[src/rtl/rv32i_pkg.sv]
// Shared definitions for the rv32i boot path: loader states and framing constants.
package rv32i_pkg;

  typedef enum logic [2:0] {
    IDLE,
    LEN0,
    LEN1,
    DATA,
    CHK,
    DONE,
    ERR
  } loaderState_t;

  localparam logic [7:0] LOADER_MAGIC = 8'hA5;
  localparam int         WORD_BYTES   = 4;

endpackage

[src/rtl/imem_loader_word_assembler.sv]
// Packs accepted payload bytes (LSB first) into 32-bit words.
// wordDone and word are combinational on the fourth byte's transfer so the
// loader can register the write on that same edge.
module word_assembler
  import rv32i_pkg::*;
(
  input  logic        clk,
  input  logic        rst_n,
  input  logic [7:0]  byteIn,
  input  logic        byteXfer,
  output logic        wordDone,
  output logic [31:0] word
);

  logic [1:0]  lane;
  logic [31:0] shiftReg;

  // Shift each accepted byte in from the top; after four bytes b0 sits in [7:0].
  always_ff @(posedge clk or negedge rst_n) begin
    if (!rst_n) begin
      lane     <= 2'd0;
      shiftReg <= 32'd0;
    end else if (byteXfer) begin
      lane     <= lane + 2'd1;
      shiftReg <= {byteIn, shiftReg[31:8]};
    end
  end

  assign wordDone = byteXfer && (lane == 2'(WORD_BYTES - 1));
  assign word     = {byteIn, shiftReg[31:8]};

endmodule

[src/rtl/imem_loader.sv]
// Boot loader: receives a framed byte image (MAGIC, LEN, payload, XOR checksum)
// and writes it into instruction memory, releasing the core only on a clean load.
//
// state | meaning
// IDLE  | hunting for MAGIC, other bytes dropped
// LEN0  | expecting LEN[7:0]
// LEN1  | expecting LEN[15:8], range-checked here
// DATA  | payload bytes, one memory write per four bytes
// CHK   | expecting the checksum byte
// DONE  | image good, core running, input closed
// ERR   | frame rejected, core held, input closed
module imem_loader
  import rv32i_pkg::*;
#(
  parameter int         IMEM_WORDS = 64,
  parameter int         ADDR_W     = 16,
  parameter logic [7:0] MAGIC      = LOADER_MAGIC
) (
  input  logic              clk,
  input  logic              rst_n,
  input  logic [7:0]        byteIn,
  input  logic              byteValid,
  output logic              byteReady,
  output logic              imemWe,
  output logic [ADDR_W-1:0] imemAddr,
  output logic [31:0]       imemWdata,
  output logic              coreRun,
  output logic              loadErr,
  output logic [ADDR_W-1:0] wordCount
);

  loaderState_t      state;
  logic [7:0]        lenLo;
  logic [15:0]       lenWords;
  logic [7:0]        checksum;
  logic              xfer;
  logic              dataXfer;
  logic              wordDone;
  logic [31:0]       asmWord;
  logic [15:0]       lenNext;
  logic [ADDR_W-1:0] wcNext;

  // Ready is a pure function of state; reset gating keeps it low while rst_n is held.
  assign byteReady = rst_n && (state inside {IDLE, LEN0, LEN1, DATA, CHK});
  assign xfer      = byteValid && byteReady;
  assign dataXfer  = xfer && (state == DATA);
  assign lenNext   = {byteIn, lenLo};
  assign wcNext    = wordCount + 1'b1;

  word_assembler uAsm (
    .clk      (clk),
    .rst_n    (rst_n),
    .byteIn   (byteIn),
    .byteXfer (dataXfer),
    .wordDone (wordDone),
    .word     (asmWord)
  );

  // Frame FSM with registered write strobe, address counter, checksum and status.
  always_ff @(posedge clk or negedge rst_n) begin
    if (!rst_n) begin
      state     <= IDLE;
      lenLo     <= 8'd0;
      lenWords  <= 16'd0;
      checksum  <= 8'd0;
      imemWe    <= 1'b0;
      imemAddr  <= '0;
      imemWdata <= 32'd0;
      coreRun   <= 1'b0;
      loadErr   <= 1'b0;
      wordCount <= '0;
    end else begin
      imemWe <= 1'b0;
      case (state)
        IDLE: begin
          if (xfer && byteIn == MAGIC) state <= LEN0;
        end
        LEN0: begin
          if (xfer) begin
            lenLo <= byteIn;
            state <= LEN1;
          end
        end
        LEN1: begin
          if (xfer) begin
            lenWords <= lenNext;
            if (lenNext == 16'd0 || lenNext > 16'(IMEM_WORDS)) begin
              state   <= ERR;
              loadErr <= 1'b1;
            end else begin
              state <= DATA;
            end
          end
        end
        DATA: begin
          if (dataXfer) checksum <= checksum ^ byteIn;
          if (wordDone) begin
            imemWe    <= 1'b1;
            imemWdata <= asmWord;
            imemAddr  <= {wordCount[ADDR_W-3:0], 2'b00};
            wordCount <= wcNext;
            // Leaving DATA on the LEN-th word is what keeps wordCount saturated.
            if (16'(wcNext) == lenWords) state <= CHK;
          end
        end
        CHK: begin
          if (xfer) begin
            if (byteIn == checksum) begin
              state   <= DONE;
              coreRun <= 1'b1;
            end else begin
              state   <= ERR;
              loadErr <= 1'b1;
            end
          end
        end
        DONE, ERR: begin
        end
        default: begin
          state   <= ERR;
          loadErr <= 1'b1;
        end
      endcase
    end
  end

endmodule

[config.mk]
export PLATFORM = sky130hd
export DESIGN_NAME = imem_loader
export DESIGN_NICKNAME = d
export VERILOG_FILES = /design/src/rtl/rv32i_pkg.sv /design/src/rtl/imem_loader_word_assembler.sv /design/src/rtl/imem_loader.sv
export SDC_FILE = /design/constraint.sdc
export NUM_CORES = 1
export LEC_CHECK = 0
export ABC_AREA = 1
export CAP_MARGIN = 15
export CORE_ASPECT_RATIO = 0.75
export CORE_MARGIN = 2
export CORE_UTILIZATION = 37
export DETAILED_ROUTE_END_ITERATION = 8
export DONT_BUFFER_PORTS = 1
export SLEW_MARGIN = 0
export SYNTH_ARGS = -nofsm -noshare
export SYNTH_HDL_FRONTEND = slang
export SYNTH_HIERARCHICAL = 1
export SYNTH_SLANG_ARGS = --single-unit
[constraint.sdc]
create_clock -name clk -period 3.13 [get_ports clk]
set_clock_uncertainty 0.2 [all_clocks]
set_input_delay 0.939 -clock clk [delete_from_list [all_inputs] [get_ports clk]]
set_output_delay 0.939 -clock clk [all_outputs]
set_load 0.02 [all_outputs]
==> results of run 1 <==
-- cells by family (layout without fill, tap and decap cells) --
logic type	count (synthesis)	count (layout)
simple gates	425	425
flops	126	126
buf+inv	86	93
compound gates	61	61
xor+xnor	15	15
fa+ha+maj	2	2
other cells	1	2
-- critical path, stage by stage (launching register included) --
cell	delay, ns
dfrtp_1	0.44
nor2_1	0.27
nor2_1	0.11
nor2_2	0.13
buf_4	0.16
-- worst max path at each step --
stage / to / startpoint / cells past startpoint
3_3_place_gp: wordCount[14] / rst_n / 11
3_5_place_dp: wordCount[12] / rst_n / 11
6_report: byteReady / state[1] / 4
5_1_grt: byteReady / state[1] / 4
2_1_floorplan: wordCount[3] / rst_n / 13
4_1_cts: byteReady / state[1] / 4
-- cell type report --
cell class              instances  area [um^2]
multi-input cells             505         2290
clock buffers                  18          429
inverters                      53          206
repair buffers                  8         87.6
well taps                     205          256
flip-flops and latches        126         3150
clock inverters                14          135
fillers                      1536         8810
-- cells in the mapped netlist --
master and instances:
clkbuf_1 15, xnor2_1 1, inv_1 51, nand3_1 28
nor3_1 2, nand2_2 23, xor2_1 13, buf_1 2
inv_2 1, nor2_1 25, or2_2 1, conb_1 1
nand2_1 318, o2111ai_1 1, dfrtp_1 126, nor2_4 2
o21ai_0 53, o21ai_2 1, inv_8 1, buf_4 11
nand4_1 10, a311oi_2 1, nor4_1 6, nand3b_1 4
xnor3_1 1, o21bai_1 3, buf_6 4, nor2_2 6
a21oi_1 2, buf_12 1, ha_1 2
-- report_power, final --
part           internal, W  switching, W
combinational    0.0000479     0.0000886
clock              0.00111      0.000779
sequential         0.00164     0.0000189
total              0.00280      0.000887
-- sequential cells by signal (all words and copies together), names as in the netlist, 2 cells and up --
signal         flops
wordCount         16
lenLo              8
imemAddr          14
uAsm/lane          2
lenWords          16
uAsm/shiftReg     24
state              3
checksum           8
imemWdata         32
-- per-stage QoR --
step	power [W]	cell area [um^2]	hold slack, ns	cells
floorplan	0.00180	5860	0.242	717
global placement	0.00181	5980	0.260	896
detailed placement	0.00183	5980	0.272	896
CTS	0.00371	6550	0.00588	928
global route	0.00381	6560	0.00241	929
finish	0.00368	6560	0.0263	929
-- repair_timing --
item / in CTS / in global routing
hold buffers: 0 / 1
buffers inserted: 0 / 0
gates resized for setup: 0 / 0
endpoints found under the hold margin: 0 / 7
-- layer usage --
metal / share of wire [%] / track usage [%] / wire length, um
met1: 49 / 24.3 / 6630
met5: 0 / 0 / 0
met3: 7.0 / 5.16 / 951
met2: 44 / 24.5 / 5960
met4: 0.94 / 5.52 / 128
==> impl_metrics.py, run 1 <==
metrics = {
    "run_status": {
        "status": "finished clean",
    },
    "floorplan": {
        "die_y_um": 113,
        "dieArea_mm2": 0.0169,
        "start_util_pct": 38.1,
        "die_x_um": 149,
        "io_pins": 79,
        "core_area_mm2": 0.0154,
        "rows": 39,
    },
    "cells_and_area": {
        "fin_util_pct": 42.7,
        "area_growth_syn_to_layout_pct": 12.0,
        "drive_gt1_share_pct": 10.4,
        "final_common_cell": "nand2_1",
        "final_nets": 724,
        "mostFrequentLayoutCells": "nand2_1 (317), dfrtp_1 (126), o21ai_0 (53), inv_1 (51), nand3_1 (28)",
        "diodes": 0,
    },
    "logic_synthesis": {
        "synth_top_cell_by_area": "dfrtp_1",
        "yosysWarnings": 6,
        "ys_ff_latch": 126,
        "synth-compound-area-share_pct": 5.64,
        "synthAdderAreaFrac_pct": 0.428,
        "synth_top_area_share_pct": 53.9,
        "synth_xor_area_share_pct": 2.48,
        "synth_top_family_by_area": "simple AND/OR/NAND/NOR gates",
        "synthSimpleGateAreaFrac_pct": 30.4,
        "syn_area_mm2": 0.00585,
        "synthCells": 716,
        "seq_area_frac_synth_pct": 53.9,
        "postSynthAreaPerCell_um2": 8.17,
        "synth_area_leaders": "dfrtp_1 (54%), nand2_1 (20%), o21ai_0 (4.5%), inv_1 (3.3%), nand2_2 (2.5%)",
        "synthMuxAreaShare_pct": 0,
        "yosysUniqueCellTypes": 31,
    },
    "drt": {
        "ant_nets": 0,
        "first_pass_iters": 7,
        "routedWlPerCell_um": 14.7,
        "drc_errors": 0,
        "via_per_inst": 4.88,
        "drtIter0Drc": 312,
        "routed_wl_mm": 13.7,
        "vias": 4529,
    },
    "cts": {
        "clockRootBuffer": "clkbuf_16",
        "cts-htree-levels": 4,
        "numCtsBuffers": 17,
        "clock_latency_ns": 0.41,
        "cts_tree": "done",
        "clk_pin_slew_ns": 0.06,
        "tritoncts_num_sinks": 126,
        "clock_path_buffers": 2,
    },
    "global_routing": {
        "grt_antenna_before_repair": 0,
        "grt-ovfl-total": 0,
        "grt_pass1_vias": 4312,
        "grt_max_degree": 128,
        "track_usage_pct": 17.0,
        "grt_pass1_wl_mm": 22.4,
    },
    "placement": {
        "pre_cts_slack_ns": 0.633,
        "portBuffers": 0,
        "dp_hpwl_mm": 9.31,
        "gp_congestion": 0.843,
    },
    "pwr": {
        "p_leak_nw": 3.29,
        "power.density_mw_per_mm2": 562,
        "ir_drop_mv": 0.346,
    },
    "setup_path": {
        "critical_path.max_fanout": 6,
        "worstSetupEndpointType": "output pin",
        "crit_arrival_ns": 1.52,
        "cp.required_ns": 1.99,
        "reg2reg_to": "state[1]",
        "r2r_slack_ns": 0.59,
        "worst_r2r_path_depth": 16,
        "r2r-start": "wordCount[0]",
        "setup.worst_path.class": "reg2out",
        "startpoint_type": "register",
    },
    "timing": {
        "setup_slack_ns": 0.476,
        "setup_violations": 0,
        "period_needed_ns": 2.65,
        "slew_violations": 0,
        "rsz0062_at_grt": "false",
        "hold_violations": 0,
        "period_share_pct": 84.8,
        "finalSetupTns_ns": 0,
        "fmax_ghz": 0.377,
    },
    "job": {
        "cap_violations": 0,
    },
    "hold_path": {
        "hold_class": "in2async",
    },
}
Power figures use the tool's default switching activity.
==> inputs of run 2 (changes only) <==
clock period = 2.2 ns   (was 3.13 ns; I/O delays follow)
==> run 2 against run 1 <==
  * The flow now finishes with violations (hold timing, setup timing)
  * Flip-flop and latch count unchanged
  * Utilization up 3.9 points
  * Register-to-register slack worse by 0.62 ns
  * Largest power group unchanged
  * Via count up 4.7%
  * Cell count up 5.2%
  * Non-clock buffer count up 49
  * Critical path type is now reg2reg
  * Highest routed layer unchanged
  * First-iteration DRC count up 4.5%
  * Hold slack worse by 0.28 ns
==> impl_metrics.py, run 2 (same netlist as run 1, synthesis figures left out) <==
metrics = {
    "run_status": {
        "status": "finished, violations left",
        "failed_checks": "hold timing, setup timing",
    },
    "global_routing": {
        "grt_max_degree": 128,
        "grt-ovfl-total": 0,
        "grt_pass1_vias": 4562,
        "track_usage_pct": 17.7,
        "grtUsageMet2_pct": 25.4,
        "grt_pass1_wl_mm": 23.3,
        "grt.met3_usage_pct": 5.93,
        "grt_antenna_before_repair": 0,
        "grt_busiest_layer": "met2",
        "grtUsageMet1_pct": 24.8,
    },
    "floorplan": {
        "io_pins": 79,
        "die_x_um": 149,
        "start_util_pct": 38.1,
        "dieArea_mm2": 0.0169,
        "rows": 39,
        "core_area_mm2": 0.0154,
        "die_y_um": 113,
    },
    "drt": {
        "ant_nets": 0,
        "routedWlPerCell_um": 14.7,
        "drtIter0Drc": 326,
        "first_pass_iters": 5,
        "routed_wl_mm": 14.4,
        "via_per_inst": 4.85,
        "drc_errors": 0,
        "vias": 4740,
    },
    "timing": {
        "period_needed_ns": 2.23,
        "holdWs_ns": -0.251,
        "period_share_pct": 102,
        "hold_violations": 126,
        "setup_slack_ns": -0.0337,
        "fmax_ghz": 0.448,
        "rsz0062_at_grt": "true",
        "slew_violations": 0,
        "setup_violations": 3,
        "finalSetupTns_ns": -0.0835,
    },
    "placement": {
        "dp_hpwl_mm": 9.56,
        "gp_congestion": 0.821,
        "pre_cts_slack_ns": -0.0913,
        "portBuffers": 0,
    },
    "cells_and_area": {
        "top_regs": "imemWdata (32), uAsm/shiftReg (24)",
        "final_nets": 773,
        "diodes": 0,
        "final_common_cell": "nand2_1",
        "mostFrequentLayoutCells": "nand2_1 (300), dfrtp_1 (118), o21ai_0 (52), buf_4 (47), inv_1 (46)",
        "largest_reg_flops": 32,
        "drive_gt1_share_pct": 22.0,
        "top_register": "imemWdata",
        "area_growth_syn_to_layout_pct": 22.3,
    },
    "pwr": {
        "p_leak_nw": 3.58,
        "ir_drop_mv": 0.462,
        "power.density_mw_per_mm2": 757,
        "power.total_w": 0.00542,
    },
    "setup_path": {
        "startpoint_type": "register",
        "critical_path.max_fanout": 4,
        "setup.worst_path.class": "reg2reg",
        "worstSetupEndpointType": "register",
        "cp.required_ns": 2.34,
        "crit_arrival_ns": 2.38,
    },
    "cts": {
        "clock_path_buffers": 2,
        "cts-htree-levels": 4,
        "clk_pin_slew_ns": 0.06,
        "clockRootBuffer": "clkbuf_16",
        "cts_tree": "done",
        "clock_latency_ns": 0.42,
        "numCtsBuffers": 17,
        "tritoncts_num_sinks": 126,
    },
    "hold_path": {
        "hold_class": "in2async",
    },
    "job": {
        "cap_violations": 0,
    },
}
## run 2: final cells by class
class                      count  area (um^2)
multi-input combinational    505         2460
fill                        1449         8210
inverter                      53          211
clock inverter                11          116
timing repair buffer          57          483
clock buffer                  20          467
sequential                   126         3160
tap                          205          256
## run 2: path summary, 6_finish.rpt
path,cells past startpoint,startpoint,endpoint,slack [ns]
max in group asynchronous,0,rst_n,wordCount[1],1.72
max,17,wordCount[1],state[1],-0.03
min reg2reg,2,uAsm/shiftReg[10],uAsm/shiftReg[10],0.29
min in group clk,2,byteIn[3],imemWdata[27],0.15
min,0,rst_n,checksum[2],-0.25
max reg2reg,17,wordCount[1],state[1],-0.03
## run 2: per-stage QoR
step,utilization [%],cells,instance area [um^2]
6_report,46.6,977,7160
5_1_grt,46.6,977,7160
4_1_cts,44.9,962,6910
3_5_place_dp,40.5,924,6220
3_3_place_gp,40.5,924,6220
2_1_floorplan,-,717,5940
## run 2: per-layer routing
metal  vias up  share of wire, %  routed length (um)
met1      2242                48                6870
met2       148                44                6300
met4         0               1.6                 224
li1       2325                 -                   -
met3        25               7.0                1000
met5         -                 0                   0
## run 2: worst max-delay path, stage by stage (launching register included)
cell and delay [ns]:
dfrtp_2 0.41, buf_6 0.12, nand2_2 0.05, nor2_4 0.19, buf_6 0.13, nand3_2 0.06
nand2_1 0.09, nand2_1 0.07, nand2_1 0.08, nand2_2 0.06, nor2_1 0.11, nand2_1 0.08
nor2_2 0.12, nand2_2 0.07, nand2_2 0.08, buf_4 0.11, nand3_1 0.06, nand2_1 0.07
## run 2: where the power goes
part	switching [W]	total [W]	internal [W]
Sequential	0.0000230	0.00237	0.00234
Clock	0.00103	0.00277	0.00174
Combinational	0.000163	0.000283	0.000120
## run 2: repair_timing
action / CTS / global route
endpoints found under the hold margin: 126 / 126
gates cloned: 0 / 0
buffers inserted: 7 / 15
gates resized for setup: 13 / 45
endpoints found under the setup margin: 3 / 12
pin swaps: 4 / 30
==> inputs of run 3 (changes only) <==
==> constraint.sdc (replaced) <==
create_clock -name clk -period 2.2 [get_ports clk]
set_clock_uncertainty 0.2 [all_clocks]
set_input_delay 0.33 -clock clk [delete_from_list [all_inputs] [get_ports clk]]
set_output_delay 0.33 -clock clk [all_outputs]
set_load 0.02 [all_outputs]
==> run 3 against run 2 <==
  * The flow finishes with violations (hold timing)
  * Sequential share of layout area up 0.29 points
  * Setup slack better by 0.052 ns
  * Hold slack worse by 0.34 ns
  * Largest power group unchanged
==> impl_metrics.py, run 3 (same netlist as run 1, synthesis figures left out) <==
metrics = {
    "pwr": {
        "seq_power_share_pct": 43.1,
        "ir_drop_mv": 0.544,
        "sw_frac_of_total_pct": 22.2,
        "p_leak_nw": 3.58,
        "power.density_mw_per_mm2": 776,
        "p_switching_w": 0.00123,
        "power.total_w": 0.00552,
        "intPower_w": 0.00429,
        "clkPwrFrac_pct": 52.0,
        "power.share.combinational_pct": 5.0,
    },
    "floorplan": {
        "rows": 39,
        "dieArea_mm2": 0.0169,
        "io_pins": 79,
        "start_util_pct": 38.1,
        "die_y_um": 113,
        "die_x_um": 149,
        "core_area_mm2": 0.0154,
    },
    "run_status": {
        "failed_checks": "hold timing",
        "status": "finished, violations left",
    },
    "global_routing": {
        "grt_antenna_before_repair": 0,
        "grt_busiest_layer": "met1",
        "grt_pass1_wl_mm": 24.1,
        "track_usage_pct": 18.5,
        "grt-ovfl-total": 0,
        "grtUsageMet1_pct": 26.9,
        "grt.met3_usage_pct": 5.93,
        "grt_pass1_vias": 4648,
        "grt_max_degree": 128,
        "grtUsageMet2_pct": 25.7,
    },
    "setup_path": {
        "worstSetupEndpointType": "register",
        "startpoint": "wordCount[0]",
        "reg2reg_to": "state[0]",
        "setup.worst_path.class": "reg2reg",
        "critical_path_cell_count": 14,
        "r2r-start": "wordCount[0]",
        "cp_num_buf_inv": 2,
        "cp.required_ns": 2.30,
        "critical_path.max_fanout": 4,
        "worst_r2r_path_depth": 14,
        "cp_top_family": "simple AND/OR/NAND/NOR gates",
        "path_cells": "buf_6 -> nand3_1 -> nor2_2 -> buf_4 -> xor2_4 -> nor2_1 -> nor2_1 -> nand2_1 -> nor2_1 -> nand2_1 -> nand2_2 -> nand2_2 -> nand2_1 -> nand2_1",
        "slowest_delay_ns": 0.42,
        "crit_arrival_ns": 2.28,
        "startpoint_type": "register",
        "crit_top_cell": "nand2_1",
        "crit_end": "state[0]",
        "r2r_slack_ns": 0.02,
        "cp_slowest_cell": "dfrtp_2",
    },
    "cells_and_area": {
        "top_regs": "imemWdata (32), uAsm/shiftReg (24)",
        "drive_gt1_share_pct": 18.2,
        "mostFrequentLayoutCells": "nand2_1 (309), dfrtp_1 (119), o21ai_0 (52), inv_1 (50), buf_4 (42)",
        "final_nets": 771,
        "largest_reg_flops": 32,
        "area_growth_syn_to_layout_pct": 21.4,
        "final_common_cell": "nand2_1",
        "top_register": "imemWdata",
        "fillers": 1441,
        "diodes": 0,
    },
    "drt": {
        "drc_errors": 0,
        "drtIter0Drc": 288,
        "first_pass_iters": 5,
        "routedWlPerCell_um": 15.2,
        "routed_wl_mm": 14.8,
        "ant_nets": 0,
        "via_per_inst": 4.85,
        "vias": 4729,
    },
    "cts": {
        "clock_path_buffers": 2,
        "tritoncts_num_sinks": 126,
        "cts-htree-levels": 4,
        "ctsHoldBuffers": 9,
        "clock_latency_ns": 0.42,
        "clockRootBuffer": "clkbuf_16",
        "cts_tree": "done",
        "numCtsBuffers": 17,
        "clk_pin_slew_ns": 0.06,
    },
    "placement": {
        "dp_hpwl_mm": 9.64,
        "pre_cts_slack_ns": -0.0803,
        "portBuffers": 0,
        "gp_congestion": 0.840,
    },
    "timing": {
        "period_share_pct": 99.2,
        "hold_violations": 126,
        "rsz0062_at_grt": "true",
        "finalSetupTns_ns": 0,
        "period_needed_ns": 2.18,
        "setup_slack_ns": 0.0181,
        "slew_violations": 0,
        "holdWs_ns": -0.586,
        "setup_violations": 0,
        "fmax_ghz": 0.458,
    },
    "hold_path": {
        "hold_class": "in2async",
    },
    "job": {
        "cap_violations": 0,
    },
}
[run 3: cell count changes in the layout (fill, tap and decap cells not counted), moves of 3 or more]
cell,previous run,this run
dlygate4sd3_1,0,9
inv_1,46,50
inv_2,5,1
nor2_1,17,21
nand2_2,38,30
nand2_1,300,309
buf_6,8,2
buf_4,47,42
nor2_2,7,4
[run 3: repair_timing]
action                     4_1_cts  5_1_grt
resized for setup               13       19
pin swaps                       12       19
buffers inserted                 3        7
setup endpoints to repair        4       57
hold endpoints to repair       167      126
[run 3: worst reg2reg max path, delay by kind of cell, from the launching register on]
family / cells / cell delay, ns
simple gates: 11 / 0.98
buf+inv: 2 / 0.26
flops: 1 / 0.42
xor+xnor: 1 / 0.19
[run 3: worst min-delay path by stage]
stage | startpoint | endpoint | slack, ns | cells after the start
final | rst_n | checksum[0] | -0.59 | 0
after global routing | rst_n | coreRun | -0.60 | 0
after floorplan | rst_n | checksum[0] | -0.17 | 0
after global placement | rst_n | loadErr | -0.16 | 0
after detailed placement | rst_n | loadErr | -0.16 | 0
after CTS | rst_n | checksum[7] | -0.60 | 0
[run 3: routing by layer]
metal	vias up	part of all wire (%)
met3	18	6.8
met1	2264	49
met2	131	42
met4	0	1.6
li1	2316	-
met5	-	0
[run 3: power by group through the flow]
stage / logic [W] / registers [W] / clock network, W
finish: 0.000274 / 0.00238 / 0.00287
global route: 0.000306 / 0.00238 / 0.00302
CTS: 0.000245 / 0.00237 / 0.00292
detailed placement: 0.000210 / 0.00241 / 0
global placement: 0.000203 / 0.00241 / 0
floorplan: 0.000187 / 0.00241 / 0
[run 3: layout make-up]
type / instances / area (um^2) / share of cell area [%]
repair buffers: 55 / 468 / 6.58
clock buffers: 21 / 460 / 6.48
inverters: 53 / 209 / 2.94
multi-input cells: 505 / 2410 / 34.0
flip-flops and latches: 126 / 3160 / 44.5
well taps: 205 / 256 / 3.61
clock inverters: 11 / 139 / 1.95
[run 3: stage by stage]
stage	utilization (%)	instance area, um^2	std cells	hold slack [ns]
global route	46.2	7110	976	-0.604
CTS	45.5	7000	969	-0.604
floorplan	-	5960	717	-0.166
global placement	40.5	6230	925	-0.156
detailed placement	40.5	6230	925	-0.155
finish	46.2	7110	976	-0.586
